--- config.mk ---
export PLATFORM = sky130hd
export DESIGN_NAME = axi_line_master_flat
export DESIGN_NICKNAME = d
export VERILOG_FILES = /design/src/rtl/axi_line_master_pkg.sv /design/src/rtl/axi_line_master_if.sv /design/src/rtl/axi_line_master.sv /design/src/flat_wrapper.sv
export SDC_FILE = /design/constraint.sdc
export NUM_CORES = 1
export LEC_CHECK = 0
export BUFFER_PORTS_ARGS = -buffer_cell sky130_fd_sc_hd__buf_2
export CORE_AREA = 2 2 188 190
export CTS_BUF_LIST = sky130_fd_sc_hd__clkbuf_4 sky130_fd_sc_hd__clkbuf_8 sky130_fd_sc_hd__clkbuf_16
export CTS_CLUSTER_SIZE = 14
export DETAILED_ROUTE_END_ITERATION = 16
export DIE_AREA = 0 0 190 192
export HOLD_SLACK_MARGIN = 0.05
export PLACE_DENSITY_LB_ADDON = 0.12
export SETUP_SLACK_MARGIN = 0.05
export SYNTH_ARGS = -nofsm -noshare
export SYNTH_HDL_FRONTEND = slang
export SYNTH_SLANG_ARGS = --single-unit
--- constraint.sdc ---
create_clock -name ACLK -period 22.2 [get_ports ACLK]
set_input_delay 3.33 -clock ACLK [delete_from_list [all_inputs] [get_ports ACLK]]
set_output_delay 3.33 -clock ACLK [all_outputs]
set_load 0.1 [all_outputs]
--- src/rtl/axi_line_master_pkg.sv ---
// rtl/axi_line_master_pkg.sv - shared types, AXI encodings and widths for axi_line_master
package axi_master_pkg;

  localparam int unsigned AXI_ID_W   = 4;
  localparam int unsigned AXI_ADDR_W = 32;
  localparam int unsigned AXI_DATA_W = 32;
  localparam int unsigned AXI_LEN_W  = 4;
  localparam int unsigned AXI_STRB_W = 4;

  localparam logic [1:0] BURST_INCR = 2'b01;
  localparam logic [2:0] SIZE_WORD  = 3'b010;
  localparam logic [1:0] RESP_OKAY  = 2'b00;

  typedef enum logic [2:0] {
    S_IDLE,
    S_AR,
    S_R,
    S_AW,
    S_W,
    S_B,
    S_RSP
  } state_t;

  typedef struct packed {
    logic [AXI_ID_W-1:0]   id;
    logic [AXI_ADDR_W-1:0] addr;
    logic [AXI_LEN_W-1:0]  len;
    logic [2:0]            size;
    logic [1:0]            burst;
  } ax_t;

  // Lines align to the full line size so the INCR burst never crosses a line.
  function automatic logic [AXI_ADDR_W-1:0] align_addr(input logic [AXI_ADDR_W-1:0] addr,
                                                       input logic                  line,
                                                       input int unsigned           line_words);
    logic [AXI_ADDR_W-1:0] mask;
    mask = line ? AXI_ADDR_W'(~((line_words * 4) - 1)) : {{(AXI_ADDR_W-2){1'b1}}, 2'b00};
    return addr & mask;
  endfunction

endpackage

--- src/rtl/axi_line_master_if.sv ---
// rtl/axi_line_master_if.sv - AXI4 five-channel bundle between axi_line_master and the interconnect
interface axi_line_master_if;
  import axi_master_pkg::*;

  logic [AXI_ID_W-1:0]   AWID_M;
  logic [AXI_ADDR_W-1:0] AWADDR_M;
  logic [AXI_LEN_W-1:0]  AWLEN_M;
  logic [2:0]            AWSIZE_M;
  logic [1:0]            AWBURST_M;
  logic                  AWVALID_M;
  logic                  AWREADY_M;

  logic [AXI_DATA_W-1:0] WDATA_M;
  logic [AXI_STRB_W-1:0] WSTRB_M;
  logic                  WLAST_M;
  logic                  WVALID_M;
  logic                  WREADY_M;

  logic [AXI_ID_W-1:0]   BID_M;
  logic [1:0]            BRESP_M;
  logic                  BVALID_M;
  logic                  BREADY_M;

  logic [AXI_ID_W-1:0]   ARID_M;
  logic [AXI_ADDR_W-1:0] ARADDR_M;
  logic [AXI_LEN_W-1:0]  ARLEN_M;
  logic [2:0]            ARSIZE_M;
  logic [1:0]            ARBURST_M;
  logic                  ARVALID_M;
  logic                  ARREADY_M;

  logic [AXI_ID_W-1:0]   RID_M;
  logic [AXI_DATA_W-1:0] RDATA_M;
  logic [1:0]            RRESP_M;
  logic                  RLAST_M;
  logic                  RVALID_M;
  logic                  RREADY_M;

  modport master (
    output AWID_M, AWADDR_M, AWLEN_M, AWSIZE_M, AWBURST_M, AWVALID_M,
    input  AWREADY_M,
    output WDATA_M, WSTRB_M, WLAST_M, WVALID_M,
    input  WREADY_M,
    input  BID_M, BRESP_M, BVALID_M,
    output BREADY_M,
    output ARID_M, ARADDR_M, ARLEN_M, ARSIZE_M, ARBURST_M, ARVALID_M,
    input  ARREADY_M,
    input  RID_M, RDATA_M, RRESP_M, RLAST_M, RVALID_M,
    output RREADY_M
  );

  modport slave (
    input  AWID_M, AWADDR_M, AWLEN_M, AWSIZE_M, AWBURST_M, AWVALID_M,
    output AWREADY_M,
    input  WDATA_M, WSTRB_M, WLAST_M, WVALID_M,
    output WREADY_M,
    output BID_M, BRESP_M, BVALID_M,
    input  BREADY_M,
    input  ARID_M, ARADDR_M, ARLEN_M, ARSIZE_M, ARBURST_M, ARVALID_M,
    output ARREADY_M,
    output RID_M, RDATA_M, RRESP_M, RLAST_M, RVALID_M,
    input  RREADY_M
  );

endinterface

--- src/rtl/axi_line_master.sv ---
// rtl/axi_line_master.sv - single-outstanding AXI4 master: word read/write or INCR line refill/writeback
module axi_line_master
  import axi_master_pkg::*;
#(
  parameter logic [AXI_ID_W-1:0] MASTER_ID  = 4'd0,
  parameter int unsigned         LINE_WORDS = 4
) (
  input  logic                      ACLK,
  input  logic                      ARESET,
  input  logic                      req_valid,
  output logic                      req_ready,
  input  logic                      req_write,
  input  logic                      req_line,
  input  logic [AXI_ADDR_W-1:0]     req_addr,
  input  logic [32*LINE_WORDS-1:0]  req_wdata,
  input  logic [AXI_STRB_W-1:0]     req_wstrb,
  output logic                      rsp_valid,
  output logic [32*LINE_WORDS-1:0]  rsp_rdata,
  output logic                      rsp_err,
  axi_line_master_if.master         axi
);

  localparam int unsigned IDX_W = (LINE_WORDS > 1) ? $clog2(LINE_WORDS) : 1;
  localparam logic [AXI_LEN_W-1:0] LINE_LEN = AXI_LEN_W'(LINE_WORDS - 1);

  state_t                state_q;
  logic                  req_ready_q;
  logic                  rsp_valid_q;
  logic                  rsp_err_q;
  logic                  err_q;
  logic                  line_q;
  logic [4:0]            beat_q;
  logic [AXI_LEN_W-1:0]  len_q;
  logic [AXI_STRB_W-1:0] wstrb_q;
  logic [31:0]           wword_q [LINE_WORDS];
  logic [31:0]           rdata_q [LINE_WORDS];
  ax_t                   ar_q;
  ax_t                   aw_q;
  logic                  arvalid_q;
  logic                  rready_q;
  logic                  awvalid_q;
  logic                  wvalid_q;
  logic                  wlast_q;
  logic                  bready_q;
  logic [31:0]           wdata_q;
  logic [AXI_STRB_W-1:0] wstrb_out_q;

  ax_t        ax_d;
  logic       accept;
  logic       last_beat;
  logic [4:0] beat_nxt;
  logic       r_err_d;
  logic       b_err_d;
  logic       unused_ids;

  assign accept    = (state_q == S_IDLE) && req_ready_q && req_valid;
  assign last_beat = (beat_q == {1'b0, len_q});
  // Saturate so a runaway overrun burst can never wrap back into the line.
  assign beat_nxt  = (beat_q == 5'd31) ? beat_q : beat_q + 5'd1;

  always_comb begin
    ax_d       = '0;
    ax_d.id    = MASTER_ID;
    ax_d.addr  = align_addr(req_addr, req_line, LINE_WORDS);
    ax_d.len   = req_line ? LINE_LEN : '0;
    ax_d.size  = SIZE_WORD;
    ax_d.burst = BURST_INCR;
  end

  // RLAST must coincide exactly with the expected last beat; either mismatch is an error.
  assign r_err_d = err_q | (axi.RRESP_M != RESP_OKAY) | (axi.RLAST_M != last_beat);
  assign b_err_d = err_q | (axi.BRESP_M != RESP_OKAY);

  assign unused_ids = ^{axi.RID_M, axi.BID_M};

  assign req_ready = req_ready_q;
  assign rsp_valid = rsp_valid_q;
  assign rsp_err   = rsp_err_q;

  for (genvar g = 0; g < LINE_WORDS; g++) begin : g_rdata
    assign rsp_rdata[32*g +: 32] = rdata_q[g];
  end

  assign axi.ARID_M    = ar_q.id;
  assign axi.ARADDR_M  = ar_q.addr;
  assign axi.ARLEN_M   = ar_q.len;
  assign axi.ARSIZE_M  = ar_q.size;
  assign axi.ARBURST_M = ar_q.burst;
  assign axi.ARVALID_M = arvalid_q;
  assign axi.RREADY_M  = rready_q;
  assign axi.AWID_M    = aw_q.id;
  assign axi.AWADDR_M  = aw_q.addr;
  assign axi.AWLEN_M   = aw_q.len;
  assign axi.AWSIZE_M  = aw_q.size;
  assign axi.AWBURST_M = aw_q.burst;
  assign axi.AWVALID_M = awvalid_q;
  assign axi.WDATA_M   = wdata_q;
  assign axi.WSTRB_M   = wstrb_out_q;
  assign axi.WLAST_M   = wlast_q;
  assign axi.WVALID_M  = wvalid_q;
  assign axi.BREADY_M  = bready_q;

  always_ff @(posedge ACLK or posedge ARESET) begin
    if (ARESET) begin
      state_q     <= S_IDLE;
      req_ready_q <= 1'b0;
      rsp_valid_q <= 1'b0;
      rsp_err_q   <= 1'b0;
      err_q       <= 1'b0;
      line_q      <= 1'b0;
      beat_q      <= '0;
      len_q       <= '0;
      wstrb_q     <= '0;
      ar_q        <= '0;
      aw_q        <= '0;
      arvalid_q   <= 1'b0;
      rready_q    <= 1'b0;
      awvalid_q   <= 1'b0;
      wvalid_q    <= 1'b0;
      wlast_q     <= 1'b0;
      bready_q    <= 1'b0;
      wdata_q     <= '0;
      wstrb_out_q <= '0;
      for (int i = 0; i < int'(LINE_WORDS); i++) begin
        wword_q[i] <= '0;
        rdata_q[i] <= '0;
      end
    end else begin
      case (state_q)
        S_IDLE: begin
          req_ready_q <= 1'b1;
          if (accept) begin
            req_ready_q <= 1'b0;
            err_q       <= 1'b0;
            line_q      <= req_line;
            len_q       <= ax_d.len;
            beat_q      <= '0;
            wstrb_q     <= req_wstrb;
            for (int i = 0; i < int'(LINE_WORDS); i++) begin
              wword_q[i] <= req_wdata[32*i +: 32];
            end
            if (req_write) begin
              aw_q      <= ax_d;
              awvalid_q <= 1'b1;
              state_q   <= S_AW;
            end else begin
              ar_q      <= ax_d;
              arvalid_q <= 1'b1;
              state_q   <= S_AR;
            end
          end
        end

        S_AR: begin
          if (axi.ARREADY_M) begin
            arvalid_q <= 1'b0;
            rready_q  <= 1'b1;
            beat_q    <= '0;
            state_q   <= S_R;
          end
        end

        S_R: begin
          if (axi.RVALID_M) begin
            if (beat_q <= {1'b0, len_q}) begin
              rdata_q[beat_q[IDX_W-1:0]] <= axi.RDATA_M;
            end
            beat_q <= beat_nxt;
            err_q  <= r_err_d;
            if (axi.RLAST_M) begin
              rready_q    <= 1'b0;
              rsp_valid_q <= 1'b1;
              rsp_err_q   <= r_err_d;
              state_q     <= S_RSP;
            end
          end
        end

        S_AW: begin
          if (axi.AWREADY_M) begin
            awvalid_q   <= 1'b0;
            wvalid_q    <= 1'b1;
            wdata_q     <= wword_q[0];
            wstrb_out_q <= line_q ? 4'hF : wstrb_q;
            wlast_q     <= (len_q == '0);
            beat_q      <= '0;
            state_q     <= S_W;
          end
        end

        S_W: begin
          if (axi.WREADY_M) begin
            if (wlast_q) begin
              wvalid_q <= 1'b0;
              wlast_q  <= 1'b0;
              bready_q <= 1'b1;
              state_q  <= S_B;
            end else begin
              beat_q  <= beat_nxt;
              wdata_q <= wword_q[beat_nxt[IDX_W-1:0]];
              wlast_q <= (beat_nxt == {1'b0, len_q});
            end
          end
        end

        S_B: begin
          if (axi.BVALID_M) begin
            bready_q    <= 1'b0;
            err_q       <= b_err_d;
            rsp_valid_q <= 1'b1;
            rsp_err_q   <= b_err_d;
            state_q     <= S_RSP;
          end
        end

        S_RSP: begin
          rsp_valid_q <= 1'b0;
          rsp_err_q   <= 1'b0;
          req_ready_q <= 1'b1;
          state_q     <= S_IDLE;
        end

        default: state_q <= S_IDLE;
      endcase
    end
  end

endmodule
--- src/flat_wrapper.sv ---
// flat-port wrapper written by rule: the top's interface ports become plain ports
module axi_line_master_flat import axi_master_pkg::*;
#(
  parameter logic [AXI_ID_W-1:0] MASTER_ID  = 4'd0,
  parameter int unsigned         LINE_WORDS = 4
)
  (ACLK, ARESET, req_valid, req_ready, req_write, req_line, req_addr, req_wdata, req_wstrb, rsp_valid, rsp_rdata, rsp_err, axi_AWID_M, axi_AWADDR_M, axi_AWLEN_M, axi_AWSIZE_M, axi_AWBURST_M, axi_AWVALID_M, axi_AWREADY_M, axi_WDATA_M, axi_WSTRB_M, axi_WLAST_M, axi_WVALID_M, axi_WREADY_M, axi_BID_M, axi_BRESP_M, axi_BVALID_M, axi_BREADY_M, axi_ARID_M, axi_ARADDR_M, axi_ARLEN_M, axi_ARSIZE_M, axi_ARBURST_M, axi_ARVALID_M, axi_ARREADY_M, axi_RID_M, axi_RDATA_M, axi_RRESP_M, axi_RLAST_M, axi_RVALID_M, axi_RREADY_M);
  axi_line_master_if axi_i ();
  input  logic ACLK;
  input  logic ARESET;
  input  logic req_valid;
  output logic req_ready;
  input  logic req_write;
  input  logic req_line;
  input  logic [AXI_ADDR_W-1:0] req_addr;
  input  logic [32*LINE_WORDS-1:0] req_wdata;
  input  logic [AXI_STRB_W-1:0] req_wstrb;
  output logic rsp_valid;
  output logic [32*LINE_WORDS-1:0] rsp_rdata;
  output logic rsp_err;
  output wire logic [$bits(axi_i.AWID_M)-1:0] axi_AWID_M;
  output wire logic [$bits(axi_i.AWADDR_M)-1:0] axi_AWADDR_M;
  output wire logic [$bits(axi_i.AWLEN_M)-1:0] axi_AWLEN_M;
  output wire logic [$bits(axi_i.AWSIZE_M)-1:0] axi_AWSIZE_M;
  output wire logic [$bits(axi_i.AWBURST_M)-1:0] axi_AWBURST_M;
  output wire logic [$bits(axi_i.AWVALID_M)-1:0] axi_AWVALID_M;
  input wire logic [$bits(axi_i.AWREADY_M)-1:0] axi_AWREADY_M;
  output wire logic [$bits(axi_i.WDATA_M)-1:0] axi_WDATA_M;
  output wire logic [$bits(axi_i.WSTRB_M)-1:0] axi_WSTRB_M;
  output wire logic [$bits(axi_i.WLAST_M)-1:0] axi_WLAST_M;
  output wire logic [$bits(axi_i.WVALID_M)-1:0] axi_WVALID_M;
  input wire logic [$bits(axi_i.WREADY_M)-1:0] axi_WREADY_M;
  input wire logic [$bits(axi_i.BID_M)-1:0] axi_BID_M;
  input wire logic [$bits(axi_i.BRESP_M)-1:0] axi_BRESP_M;
  input wire logic [$bits(axi_i.BVALID_M)-1:0] axi_BVALID_M;
  output wire logic [$bits(axi_i.BREADY_M)-1:0] axi_BREADY_M;
  output wire logic [$bits(axi_i.ARID_M)-1:0] axi_ARID_M;
  output wire logic [$bits(axi_i.ARADDR_M)-1:0] axi_ARADDR_M;
  output wire logic [$bits(axi_i.ARLEN_M)-1:0] axi_ARLEN_M;
  output wire logic [$bits(axi_i.ARSIZE_M)-1:0] axi_ARSIZE_M;
  output wire logic [$bits(axi_i.ARBURST_M)-1:0] axi_ARBURST_M;
  output wire logic [$bits(axi_i.ARVALID_M)-1:0] axi_ARVALID_M;
  input wire logic [$bits(axi_i.ARREADY_M)-1:0] axi_ARREADY_M;
  input wire logic [$bits(axi_i.RID_M)-1:0] axi_RID_M;
  input wire logic [$bits(axi_i.RDATA_M)-1:0] axi_RDATA_M;
  input wire logic [$bits(axi_i.RRESP_M)-1:0] axi_RRESP_M;
  input wire logic [$bits(axi_i.RLAST_M)-1:0] axi_RLAST_M;
  input wire logic [$bits(axi_i.RVALID_M)-1:0] axi_RVALID_M;
  output wire logic [$bits(axi_i.RREADY_M)-1:0] axi_RREADY_M;
  assign axi_AWID_M = axi_i.AWID_M;
  assign axi_AWADDR_M = axi_i.AWADDR_M;
  assign axi_AWLEN_M = axi_i.AWLEN_M;
  assign axi_AWSIZE_M = axi_i.AWSIZE_M;
  assign axi_AWBURST_M = axi_i.AWBURST_M;
  assign axi_AWVALID_M = axi_i.AWVALID_M;
  assign axi_i.AWREADY_M = axi_AWREADY_M;
  assign axi_WDATA_M = axi_i.WDATA_M;
  assign axi_WSTRB_M = axi_i.WSTRB_M;
  assign axi_WLAST_M = axi_i.WLAST_M;
  assign axi_WVALID_M = axi_i.WVALID_M;
  assign axi_i.WREADY_M = axi_WREADY_M;
  assign axi_i.BID_M = axi_BID_M;
  assign axi_i.BRESP_M = axi_BRESP_M;
  assign axi_i.BVALID_M = axi_BVALID_M;
  assign axi_BREADY_M = axi_i.BREADY_M;
  assign axi_ARID_M = axi_i.ARID_M;
  assign axi_ARADDR_M = axi_i.ARADDR_M;
  assign axi_ARLEN_M = axi_i.ARLEN_M;
  assign axi_ARSIZE_M = axi_i.ARSIZE_M;
  assign axi_ARBURST_M = axi_i.ARBURST_M;
  assign axi_ARVALID_M = axi_i.ARVALID_M;
  assign axi_i.ARREADY_M = axi_ARREADY_M;
  assign axi_i.RID_M = axi_RID_M;
  assign axi_i.RDATA_M = axi_RDATA_M;
  assign axi_i.RRESP_M = axi_RRESP_M;
  assign axi_i.RLAST_M = axi_RLAST_M;
  assign axi_i.RVALID_M = axi_RVALID_M;
  assign axi_RREADY_M = axi_i.RREADY_M;
  axi_line_master #(.MASTER_ID(MASTER_ID), .LINE_WORDS(LINE_WORDS)) u_core (.ACLK(ACLK), .ARESET(ARESET), .req_valid(req_valid), .req_ready(req_ready), .req_write(req_write), .req_line(req_line), .req_addr(req_addr), .req_wdata(req_wdata), .req_wstrb(req_wstrb), .rsp_valid(rsp_valid), .rsp_rdata(rsp_rdata), .rsp_err(rsp_err), .axi(axi_i));
endmodule
==> results.cfg, run 1 <==
[detailed_routing]
drt_iter0_drc = 528
wl_per_cell_um = 20.2
dr.pass1.iters = 5
drc = 0
viasPerCell = 5.31
wl_um = 43800
route.vias.total = 11513
ant_nets = 0

[clock_tree]
cts-root-buf = clkbuf_16
cts_hold_buffers = 0
numCtsBuffers = 41
cts.sinks = 379
ctsHtreeMaxLevel = 2
clock_latency_ns = 0.54
cts_tree = yes
path_clk_slew_ns = 0.05
cts_setup_buffers = 0
clk_path_buf_depth = 3
post_cts_resized = 0

[setup_path]
cp_top_family = buffers and inverters
slowest_stage = buf_4
crit_top_cell = buf_4
crit_required_ns = 22.62
end_kind = flip-flop
crit_fanout = 91
crit_buf_inv = 3
cp-start-kind = input port
crit_type = input port to flip-flop
worstPathArrival_ns = 5.86
cp_cell_sequence = buf_2, nand2_1, nor4_4, buf_4, buf_4, mux2_2
slowest_delay_ns = 0.90

[yosys]
synth-async-reset-ratio_pct = 100
synthDistinctLibCells = 67
yosys_warnings = 0
ys_seq_area_share_pct = 57.2
synth_ff_type = dfrtp_1
synth.avg_cell_area_um2 = 13.2
synth_cells = 1258
syn_area_mm2 = 0.0166
synth_edf_count = 0
yosys_register_bits = 379

[global_route]
grt.overflow.total = 0
grt_pass1_wl_um = 66200
grt_max_degree = 130
grt_pass1_vias = 11469
grt_antenna_before_repair = 19
grt_use_total_pct = 23.5

[floorplanning]
die_h_um = 192
die_area_mm2 = 0.0365
rows = 68
die_w_um = 190
core_area_mm2 = 0.0343
ioPinCount = 482
start_util_pct = 48.3

[worst_hold_path]
hold_path.class = flip-flop to flip-flop

[flow_run]
drv_cap = 0

[timing]
tns_ns = 0
fmax_mhz = 184
grt_setup_unrepaired = false
worst_slack_ns = 16.76
period_minus_slack_ns = 5.44
finalHoldViolations = 0
clock_skew_ns = 0.0207
fin_crit_sh_pct = 24.5
relSlewSlack_pct = 25.8
drv_slew = 0
holdWs_ns = 0.478
worstMarginPinSlew_ns = 1.11
finalSetupViolCount = 0

[place]
place_congestion = 0.817
dp_cells = 2089
dp_slack_ns = 16.21
io_buffer_count = 449
dp_hpwl_um = 29500

[finish]
drive_gt1_share_pct = 50.3
stdcell_count = 2168
final_nets = 1902
layout-area-overhead-vs-synth_pct = 22.9

[run_status]
run_status = completed
## logic make-up after synthesis
family          Yosys count  share of synthesized area (%)
flops                   379                           57.2
mux                     357                           23.8
simple gates            211                           6.39
compound gates          153                           7.68
buf+inv                 151                           4.49
fa+ha+maj                 6                          0.453
other cells               1                         0.0226
## cell type report
type	instances	area [um^2]
inverter	43	169
fill	2890	13900
clock buffer	62	1250
multi-input combinational	749	6450
clock inverter	10	81.3
antenna	7	17.5
sequential	379	9490
timing repair buffer	463	2350
tap	455	569
## Yosys cell counts (all sizes together) (8+ instances only)
cell type  number  area [um^2]
dfrtp         379         9480
mux2          292         3290
buf            80          478
nand3          71          375
mux2i          65          651
nand2          51          191
nor2           46          180
o21ai          43          219
inv            42          158
o211ai         34          255
a221oi         32          468
clkbuf         28          105
a21oi          12         60.1
nor2b           8         50.1
## per-stage QoR
step	util [%]	instance area, um^2
final	59.4	20400
after global routing	59.4	20400
after CTS	59.4	20400
after detailed placement	55.5	19000
after global placement	55.5	19000
after floorplan	-	16700
## path summary, 6_finish.rpt
| kind | from | end | slack, ns | depth (start not counted) |
|---|---|---|---|---|
| min in group asynchronous | ARESET | u_core.axi.AWADDR_M[20] | 2.98 | 2 |
| worst max-delay path | req_valid | u_core.wword_q[53] | 16.76 | 6 |
| max in group asynchronous | ARESET | u_core.axi.AWADDR_M[7] | 16.94 | 4 |
| worst max register to register | u_core.beat_q[0] | u_core.rsp_rdata[113] | 17.41 | 7 |
| worst min-delay path | u_core.axi.WSTRB_M[3] | u_core.axi.WSTRB_M[3] | 0.48 | 2 |
| worst min register to register | u_core.axi.WSTRB_M[3] | u_core.axi.WSTRB_M[3] | 0.48 | 2 |
## tightest hold or removal path, stage by stage, from the launching register on
cell and delay, ns:
dfrtp_1 0.33, nand2_1 0.05, o21ai_0 0.06
## cell usage in the layout (no fill, tap or decap), types with 6 or more instances in the layout
cell	Yosys	layout
buf_4	28	14
inv_1	42	41
o21ai_0	41	41
clkbuf_4	0	14
nand2_1	51	51
clkinv_2	0	7
nor2_1	45	44
dfrtp_1	379	377
mux2i_1	65	65
buf_2	40	449
clkbuf_16	0	43
diode_2	0	7
mux2_2	272	272
mux2_1	20	20
conb_1	1	22
nand2b_1	6	6
a21oi_1	12	12
a221oi_2	30	30
nor2b_1	8	7
nand3_1	67	67
o211ai_1	34	34
## routing by layer
| layer | track usage (%) | share of wire, % | vias to the layer above |
|---|---|---|---|
| li1 | - | - | 5316 |
| met1 | 28.5 | 40 | 5739 |
| met2 | 40.3 | 50 | 346 |
| met3 | 7.07 | 7.7 | 94 |
| met4 | 7.30 | 2.5 | 18 |
| met5 | 0 | 0.23 | - |
## sequential cells by signal, indices dropped and copies added (netlist names), 3 cells and up
name	flops
u_core.rsp_rdata	128
u_core.wword_q	128
u_core.axi.WDATA_M	32
u_core.axi.ARADDR_M	30
u_core.axi.AWADDR_M	30
u_core.beat_q	5
u_core.axi.WSTRB_M	4
u_core.wstrb_q	4
u_core.state_q	3
Power of run 1 is not shown: default switching activity piles up to over one toggle a cycle in this logic, so the estimate is an artifact.
==> run 2: changes to the inputs <==
- CORE_AREA: 2 2 188 190 -> default
- CORE_ASPECT_RATIO: default -> 1.25
- CORE_MARGIN: default -> 2
- CORE_UTILIZATION: default -> 47
- DIE_AREA: 0 0 190 192 -> default
- clock period: 22.2 -> 4.7 ns (I/O delays scaled with it)
==> run 2 against run 1 <==
Final cell count is 0.65% higher. Critical endpoint is now u_core.rsp_rdata[79]. Clock skew shrank 0.0045 ns. Cell area up 0.63%. Worst hold slack got worse by 0.27 ns. Largest cell class unchanged. Routed wire length is 0.66% lower. Die area is 0.87% higher.
==> results.cfg, run 2 (synthesized netlist as in run 1, its figures left out) <==
[clock_tree]
cts_tree = yes
post_cts_resized = 0
cts-root-buf = clkbuf_16
clk_path_buf_depth = 3
ctsHtreeMaxLevel = 2
path_clk_slew_ns = 0.06
clock_latency_ns = 0.54
cts_setup_buffers = 0
numCtsBuffers = 40
cts_hold_buffers = 0
cts.sinks = 379

[place]
place_area_mm2 = 0.0191
io_buffer_count = 449
place_congestion = 0.783
dp_hpwl_um = 29800

[setup_path]
reg2reg_to = u_core.rsp_rdata[79]
r2r_cells = 6
end_kind = flip-flop
reg2reg_from = u_core.len_q[0]
crit_type = flip-flop to flip-flop
crit_fanout = 32
cp_top_family = simple AND/OR/NAND/NOR gates
cp-start-kind = flip-flop
r2r_slack_ns = 1.52
crit_required_ns = 5.11
cp_cell_sequence = inv_1, ha_1, nor2b_1, o21ai_1, nand3_2, mux2_1
crit_buf_inv = 1
slowest_delay_ns = 0.89
worstPathArrival_ns = 3.59
slowest_stage = nand3_2

[finish]
final_nets = 1904
fin_util_pct = 59.2
drive_gt1_share_pct = 50.4
final_cell_mix = buf_2 (449), dfrtp_1 (377), mux2_2 (272)
layout-area-overhead-vs-synth_pct = 23.7
final_common_cell = buf_2
design_area_mm2 = 0.0205

[timing]
holdWs_ns = 0.209
clock_skew_ns = 0.0162
fmax_mhz = 315
finalSetupViolCount = 0
grt_setup_unrepaired = false
fin_crit_sh_pct = 67.6
tns_ns = 0
drv_slew = 0
finalHoldViolations = 0
relSlewSlack_pct = 29.8
period_minus_slack_ns = 3.18
worstMarginPinSlew_ns = 1.05

[global_route]
grt_antenna_before_repair = 11
grt_use_total_pct = 23.5
grt.overflow.total = 0
grt_pass1_vias = 11838
grt_max_degree = 138
grt_pass1_wl_um = 67400

[floorplanning]
die_area_mm2 = 0.0368
die_w_um = 172
die_h_um = 214
rows = 76
ioPinCount = 482
start_util_pct = 47.9
core_area_mm2 = 0.0346

[worst_hold_path]
hold_path.class = input port to asynchronous set/reset pin

[run_status]
run_status = completed

[detailed_routing]
viasPerCell = 5.29
route.vias.total = 11553
drc = 0
wl_per_cell_um = 19.9
ant_nets = 0
drt_iter0_drc = 679
wl_um = 43500
dr.pass1.iters = 6

[flow_run]
drv_cap = 0
-- run 2: metal layers --
layer / wire [um] / vias to the layer above / track usage [%] / share of wire, %
met5: 55 / - / 0 / 0.13
met4: 1030 / 10 / 6.50 / 2.4
met3: 3760 / 77 / 7.48 / 8.6
met2: 22200 / 406 / 41.9 / 51
met1: 16400 / 5751 / 26.8 / 38
li1: - / 5309 / - / -
-- run 2: cell type report --
class / count / area (um^2)
Antenna cell: 5 / 12.5
Clock buffer: 63 / 1260
Clock inverter: 9 / 120
Fill cell: 2958 / 14100
Inverter: 43 / 165
Multi-Input combinational cell: 749 / 6450
Sequential cell: 379 / 9490
Tap cell: 468 / 586
Timing Repair Buffer: 466 / 2420
-- run 2: how the worst max path moves through the flow --
stage,start,end,slack [ns],depth (start not counted)
final,u_core.len_q[0],u_core.rsp_rdata[79],1.52,6
after global routing,u_core.len_q[0],u_core.rsp_rdata[76],1.29,6
after CTS,u_core.len_q[0],u_core.rsp_rdata[79],1.47,6
after detailed placement,u_core.len_q[0],u_core.rsp_rdata[79],1.48,6
after global placement,u_core.len_q[0],u_core.rsp_rdata[92],1.55,6
after floorplan,ARESET,u_core.axi.ARADDR_M[10],-1.10,1
-- run 2: per-stage QoR --
| step | instances | worst slack (ns) |
|---|---|---|
| floorplan | 1279 | -1.10 |
| global placement | 2105 | 1.55 |
| detailed placement | 2105 | 1.48 |
| CTS | 2177 | 1.47 |
| global route | 2179 | 1.29 |
| finish | 2182 | 1.52 |
Power of run 2 is left out for the same reason.
==> run 3: changes to the inputs <==
- CORE_AREA: default -> 2 2 187 189
- CORE_ASPECT_RATIO: 1.25 -> default
- CORE_MARGIN: 2 -> default
- CORE_UTILIZATION: 47 -> default
- DIE_AREA: default -> 0 0 189 191
- clock period: 4.7 -> 3.2 ns (I/O delays scaled with it)
==> run 3 against run 2 <==
Cell area up 1.1%. Via count increased by 0.52%. Clock-buffer cell count fell by 1. Die area is 1.9% lower.
==> results.cfg, run 3 (synthesized netlist as in run 1, its figures left out) <==
[run_status]
run_status = completed

[floorplanning]
die_h_um = 191
ioPinCount = 482
die_area_mm2 = 0.0361
rows = 68
start_util_pct = 48.6
die_w_um = 189
core_area_mm2 = 0.0341

[clock_tree]
path_clk_slew_ns = 0.06
post_cts_resized = 0
ctsHtreeMaxLevel = 2
cts_tree = yes
clk_path_buf_depth = 3
cts_setup_buffers = 0
cts-root-buf = clkbuf_16
cts_hold_buffers = 1
numCtsBuffers = 41
clock_latency_ns = 0.53
cts.sinks = 379

[timing]
relSlewSlack_pct = 42.7
fmax_mhz = 411
finalHoldViolations = 0
period_minus_slack_ns = 2.43
tns_ns = 0
finalSetupViolCount = 0
worst_slack_ns = 0.769
fin_crit_sh_pct = 76.0
grt_setup_unrepaired = false
clock_skew_ns = 0.0128
worstMarginPinSlew_ns = 0.860
drv_slew = 0

[detailed_routing]
route.vias.total = 11613
wl_per_cell_um = 19.8
dr.pass1.iters = 5
ant_nets = 0
wl_um = 43300
drt_iter0_drc = 535
drc = 0
viasPerCell = 5.31

[place]
dp_hpwl_um = 30100
place_congestion = 0.807
io_buffer_count = 449
dp_slack_ns = 0.766

[finish]
final_cell_mix = buf_2 (449), dfrtp_1 (378), mux2_2 (272)
drive_gt1_share_pct = 50.7
final_nets = 1924
final_common_cell = buf_2
layout-area-overhead-vs-synth_pct = 25.0
fin_util_pct = 60.8

[worst_hold_path]
hold_start = req_wdata[28]
hold_path.class = input port to flip-flop
whs_path_depth = 3
hold_end = u_core.wword_q[124]

[setup_path]
crit_required_ns = 3.63
worstPathArrival_ns = 2.86
end_kind = flip-flop
cp_cell_sequence = buf_4, nand2b_1, mux2_2, o211ai_1, a221oi_2
slowest_delay_ns = 0.74
r2r_cells = 5
slowest_stage = mux2_2
crit_fanout = 42
r2r_slack_ns = 0.77
crit_type = flip-flop to flip-flop
reg2reg_from = u_core.beat_q[0]
reg2reg_to = u_core.axi.WDATA_M[9]
crit_start = u_core.beat_q[0]
cp-start-kind = flip-flop

[global_route]
grt_antenna_before_repair = 16
grt_pass1_vias = 11625
grt_use_total_pct = 23.5
grt_pass1_wl_um = 66500
grt.overflow.total = 0
grt_max_degree = 103

[flow_run]
drv_cap = 0
-- run 3: cell types whose count changed in the layout (fill, tap and decap cells not counted), sizes merged --
cell	delta
clkinvlp	+1
buf	+18
diode	+3
clkbuf	-1
clkinv	-2
dlygate4sd3	+1
-- run 3: metrics by stage --
step                      instance area, um^2  instances  hold WS [ns]
after detailed placement                19300       2110         0.476
after global routing                    20700       2186         0.138
after global placement                  19300       2110         0.463
final                                   20700       2189         0.159
after floorplan                         16700       1279         0.481
after CTS                               20700       2181         0.136
-- run 3: metal layers --
layer,track usage (%),up-vias,routed length [um]
met5,0,-,131
met4,6.64,18,1150
met3,6.79,94,3280
met2,40.7,375,21400
met1,28.6,5769,17300
li1,-,5357,-
-- run 3: worst max-delay path by stage --
stage / slack, ns / depth (start not counted) / end
floorplan: -2.37 / 1 / u_core.axi.ARADDR_M[10]
global placement: 0.81 / 6 / u_core.axi.WDATA_M[19]
detailed placement: 0.77 / 5 / u_core.axi.WDATA_M[9]
CTS: 0.76 / 5 / u_core.axi.WDATA_M[9]
global route: 0.60 / 7 / u_core.rsp_rdata[59]
finish: 0.77 / 5 / u_core.axi.WDATA_M[9]
-- run 3: layout make-up --
type	count	area (um^2)
flip-flops and latches	379	9490
clock inverters	8	96.3
diodes	8	20.0
repair buffers	485	2670
inverters	43	165
clock buffers	62	1270
well taps	455	569
multi-input cells	749	6450
fillers	2797	13400
-- run 3: worst max-delay path, delay by kind of cell, from the launching register on --
kind                   cells  cell delay, ns
buffers and inverters      1            0.50
AO/OA/AOI/OAI              2            0.50
AND/OR/NAND/NOR            1            0.18
flip-flops                 1            0.39
multiplexers               1            0.74
Power of run 3 is left out for the same reason.
